### config.mk
export PLATFORM = sky130hd
export DESIGN_NAME = transmission8_sched
export DESIGN_NICKNAME = d
export VERILOG_FILES = /design/src/rtl/transmission8_sched.sv
export SDC_FILE = /design/constraint.sdc
export NUM_CORES = 1
export LEC_CHECK = 0
export CORE_MARGIN = 5
export CORE_UTILIZATION = 58
export CTS_CLUSTER_DIAMETER = 150
export CTS_CLUSTER_SIZE = 12
export DETAILED_ROUTE_END_ITERATION = 8
export DONT_BUFFER_PORTS = 1
export GPL_TIMING_DRIVEN = 0
export PLACE_DENSITY = 0.76
export REMOVE_ABC_BUFFERS = 1
export SLEW_MARGIN = 20
export SYNTH_ARGS = -nofsm -noshare
export SYNTH_HDL_FRONTEND = slang
export SYNTH_SLANG_ARGS = --single-unit
export TNS_END_PERCENT = 1
### constraint.sdc
create_clock -name iClk -period 3.95 [get_ports iClk]
set_input_delay 0.79 -clock iClk [delete_from_list [all_inputs] [get_ports iClk]]
set_output_delay 0.79 -clock iClk [all_outputs]
set_load 0.1 [all_outputs]
### src/rtl/transmission8_sched.sv
// Round-robin burst scheduler for the shared 8-channel transmission path.
// Define TRANSMISSION8_GAP_EN to insert one idle GAP cycle after every burst.
module transmission8_sched #(
    parameter int BURST_LEN = 4,
    parameter int CNT_W     = 4
) (
    input  logic        iClk,
    input  logic        iRst_n,
    input  logic [7:0]  iReq,
    input  logic [23:0] iDest,
    output logic [7:0]  oGrant,
    output logic [2:0]  oSrcSel,
    output logic [2:0]  oDstSel,
    output logic        oValid,
    output logic        oDone
);

    // state | meaning
    // IDLE  | no burst in progress, outputs cleared
    // XFER  | burst owner granted, one beat per cycle
    // GAP   | one dead cycle after a burst (GAP build only)
    typedef enum logic [1:0] {IDLE, XFER, GAP} state_t;

`ifdef TRANSMISSION8_GAP_EN
    localparam bit GAP_EN = 1'b1;
`else
    localparam bit GAP_EN = 1'b0;
`endif

    localparam logic [CNT_W-1:0] LAST_BEAT = CNT_W'(BURST_LEN - 1);

    state_t            state_q;
    logic [2:0]        rr_q;
    logic [CNT_W-1:0]  cnt_q;
    logic [7:0]        grant_q;
    logic [2:0]        src_q;
    logic [2:0]        dst_q;
    logic              valid_q;
    logic              done_q;

    logic              last_beat;
    logic              any_req;
    logic              start_burst;
    logic [2:0]        arb_ptr;
    logic [2:0]        idx;
    logic [2:0]        win_src;
    logic [2:0]        win_dst;

    always_comb begin
        last_beat = (state_q == XFER) && (cnt_q == LAST_BEAT);
        // On a last beat the pointer register has not moved yet, so search from owner+1.
        arb_ptr   = last_beat ? (src_q + 3'd1) : rr_q;
        any_req   = 1'b0;
        idx       = '0;
        win_src   = '0;
        win_dst   = '0;
        for (int i = 0; i < 8; i++) begin
            idx = arb_ptr + 3'(i);
            if (!any_req && iReq[idx]) begin
                any_req = 1'b1;
                win_src = idx;
            end
        end
        for (int j = 0; j < 8; j++) begin
            if (3'(j) == win_src) begin
                win_dst = iDest[3*j +: 3];
            end
        end
        start_burst = any_req && ((state_q != XFER) || (last_beat && !GAP_EN));
    end

    always_ff @(posedge iClk) begin
        if (!iRst_n) begin
            state_q <= IDLE;
            rr_q    <= '0;
            cnt_q   <= '0;
            grant_q <= '0;
            src_q   <= '0;
            dst_q   <= '0;
            valid_q <= 1'b0;
            done_q  <= 1'b0;
        end else begin
            if (last_beat) begin
                rr_q <= src_q + 3'd1;
            end
            if (start_burst) begin
                state_q <= XFER;
                cnt_q   <= '0;
                grant_q <= 8'(1) << win_src;
                src_q   <= win_src;
                dst_q   <= win_dst;
                valid_q <= 1'b1;
                done_q  <= (LAST_BEAT == '0);
            end else if ((state_q == XFER) && !last_beat) begin
                cnt_q  <= cnt_q + CNT_W'(1);
                done_q <= ((cnt_q + CNT_W'(1)) == LAST_BEAT);
            end else begin
                state_q <= (last_beat && GAP_EN) ? GAP : IDLE;
                cnt_q   <= '0;
                grant_q <= '0;
                src_q   <= '0;
                dst_q   <= '0;
                valid_q <= 1'b0;
                done_q  <= 1'b0;
            end
        end
    end

    assign oGrant  = grant_q;
    assign oSrcSel = src_q;
    assign oDstSel = dst_q;
    assign oValid  = valid_q;
    assign oDone   = done_q;

endmodule

==> reports/results.ini <==
[global_routing]
grt_use_total_pct=25.0
busiest_layer=met2
grt_use_met3_pct=3.24
antenna_found_initial=0
grt_start_max_net_pins=17
gr-total-overflow=0
grt_pass1_wl_um=10900
grtUsageMet1_pct=32.5
grt_pass1_vias=2212
met2_usage_pct=43.7

[clocking]
clockRootBuffer=clkbuf_8
clk_pin_slew_worst_paths_ns=0.08
cts_made_buffers=3
cts_tree=built
hold_buffers=0
ctsHtreeMaxLevel=1
clock-sinks=23
clock_latency_ns=0.27
cts_buffer_depth=2

[power]
p_comb_share_pct=29.2
leakagePower_nw=1.07
cellPowerDensity_nw_per_um2=224
max-vdd-ir-drop_uv=319
pwr-share-seq_pct=48.7
clkPwrFrac_pct=22.1
p_sw_share_pct=38.5
power_mw=0.652
intPower_mw=0.401
p_switching_mw=0.251

[synthesis]
netlist_area_um2=2390
yosys.area_share.simple_pct=19.7
synth_cell_types=68
synth_flop_cell=dfxtp_1
syn_avg_cell_area_um2=8.81
yosys_register_bits=23
synth_seq_area_share_pct=19.3
yosys.area.top_type=dfxtp_1
synthXorXnorAreaFrac_pct=2.88
synthAdderAreaFrac_pct=2.62
post-synth-top-count-cell=nand2_1
synth_top_area_share_pct=19.3
syn_inst=271
synth_edf_count=0
synth_top_family_by_area=compound AO/OA/AOI/OAI gates
synthTopCellsByCount=nand2_1, dfxtp_1, nor2_1, inv_1, a21oi_1
synth_warnings=0
synthMuxAreaShare_pct=15.8
async_reset_ff_share_pct=0
synth_area_leaders=dfxtp_1, mux4_2, mux2i_1
synth_compound_area_share_pct=32.4

[cells_and_area]
synthToLayoutAreaGrowth_pct=21.8
drive_above_1_share_pct=34.8
final-seq-area_um2=475
fill_cells=266
fin_nets=336
final_cells=346
antennaDiodeCount=0
fin_area_um2=2910
multi_input_area_um2=1950

[routing]
vias_per_cell=7.16
drc_errors=0
ant_nets=0
drt_iter0_drc=320
dr.pass1.iters=5
wirelength_um=7390
vias=2479
avgRoutedWirePerCell_um=21.4

[worst_hold_path]
hold_end=cnt_q[0]$_SDFF_PP0_
hold_depth=1
hold_class=reg -> reg
worstHoldStart=cnt_q[0]$_SDFF_PP0_

[critical_path]
cp-start-kind=register
critPathArrivalTime_ns=4.10
r2r-start=state_q[0]$_SDFFE_PN0P_
rr_worst_depth=14
end_kind=register
cp-startpoint=state_q[0]$_SDFFE_PN0P_
cp_max_fo=7
crit_path_cell_trace=and4bb_4 -> mux2_4 -> clkinv_8 -> ha_4 -> mux4_2 -> mux2i_4 -> nor3b_4 -> and3_4 -> a32oi_2 -> buf_4 -> nor2_1 -> or2_4 -> a21oi_1 -> or3_1
worst_r2r_endpoint=oDstSel[2]$_SDFFE_PN0P_
cp_slowest_stage_delay_ns=0.57
critPathTopFamily=simple AND/OR/NAND/NOR gates
timing.reg2reg.setup_slack_ns=0.004
slowest_stage=dfxtp_4
worst-setup-path-type=reg -> reg
path_buf_inv=2
critPathRequiredTime_ns=4.11

[placed_design]
port_buffers=0
gp_congestion=0.846
placedCellCount=307
placed_cell_area_um2=2350
dp_hpwl_um=4620
pre_cts_slack_ns=-1.46

[sta]
tns_ns=0
rsz0062_at_grt=yes
slew_headroom_pct=34.0
setup_viol_count_final=0
slew_violations=0
worst_pin_slew_ns=0.989
min_period_ns=3.95
finalCritPeriodShare_pct=99.9
fmax_mhz=253
skew_ns=0.00376
hold_violations=0
layout_setup_ws_ns=0.00400

[die]
dieArea_um2=5500
die_h_um=74.2
fp-row-count=23
core_um2=4000
floorplan.initialDensity_pct=59.7
die_x_um=74.2
io_pins=50

[run]
drv_cap=0

[status]
status=complete, no violations

## area by class of cell
cell class,count,area share [%]
well taps,50,2.15
repair buffers,34,9.59
clock inverters,1,0.172
clock buffers,3,1.42
flip-flops and latches,23,16.3
multi-input cells,214,67.2
inverters,21,3.14
## cell families (layout without fill, tap and decap cells)
logic type / count (synthesis) / count (layout)
AOI/OAI and AO/OA: 89 / 89
xor gates and xnor gates: 7 / 7
adders and majority gates: 5 / 5
buffers and inverters: 35 / 59
DFF: 23 / 23
muxes: 26 / 27
and+or+nand+nor: 86 / 86
## power groups by stage
stage               Sequential, mW  Clock (mW)  Combinational, mW
detailed placement           0.321           0              0.143
finish                       0.317       0.144              0.190
CTS                          0.317       0.149              0.165
global placement             0.321           0              0.138
floorplan                    0.319           0              0.117
global route                 0.319       0.159              0.205
## cell usage in the layout, fill, tap and decap left out, types with 3 or more instances in the layout
master,netlist,routed
a211oi_1,5,5
a21oi_1,13,13
a221oi_2,4,4
a32o_1,4,4
buf_4,1,31
clkbuf_8,0,3
dfxtp_1,23,17
dfxtp_2,0,3
dfxtp_4,0,3
ha_4,0,3
inv_1,19,19
mux2_2,3,3
mux2i_1,12,9
mux2i_4,2,6
mux4_2,6,6
nand2_1,24,24
nand2b_1,6,6
nand3_1,10,10
nand4_1,3,3
nor2_1,20,19
nor3_1,8,7
o211ai_1,8,8
o211ai_2,3,3
o21ai_0,4,4
o221ai_1,6,6
o22ai_1,4,4
o31ai_1,4,4
xnor2_1,4,4
## flip-flops by register name (all words and copies together) (netlist names)
| name | flops |
|---|---|
| oSrcSel | 3 |
| oDone | 1 |
| rr_q | 3 |
| oGrant | 8 |
| cnt_q | 4 |
| state_q | 1 |
| oDstSel | 3 |
## metal layers
layer | vias to the layer above | part of all wire [%]
li1 | 1101 | -
met1 | 1194 | 38
met2 | 155 | 51
met3 | 29 | 7.5
met4 | 0 | 3.5
met5 | - | 0
## worst max path at each step
stage | to | slack, ns | cells past startpoint
final | oDstSel[2]$_SDFFE_PN0P_ | 0.004 | 14
after global placement | oDstSel[2]$_SDFFE_PN0P_ | -1.42 | 13
after global routing | oDstSel[2]$_SDFFE_PN0P_ | -0.14 | 14
after floorplan | oDstSel[2]$_SDFFE_PN0P_ | -0.81 | 13
after detailed placement | oDstSel[2]$_SDFFE_PN0P_ | -1.46 | 13
after CTS | oDstSel[2]$_SDFFE_PN0P_ | 0.01 | 12
## stage by stage
step | hold slack (ns) | util (%)
6_report | 0.484 | 72.7
2_1_floorplan | 0.442 | -
4_1_cts | 0.490 | 67.5
5_1_grt | 0.522 | 72.7
3_3_place_gp | 0.466 | 58.9
3_5_place_dp | 0.476 | 58.9
## timing repair
| action | 4_1_cts | 5_1_grt |
|---|---|---|
| resized for setup | 37 | 15 |
| hold endpoints to repair | 0 | 0 |
| gates cloned | 1 | 0 |
| endpoints found under the setup margin | 15 | 7 |
| setup buffers | 15 | 19 |
| pin swaps | 9 | 11 |
Power figures use the tool's default switching activity.
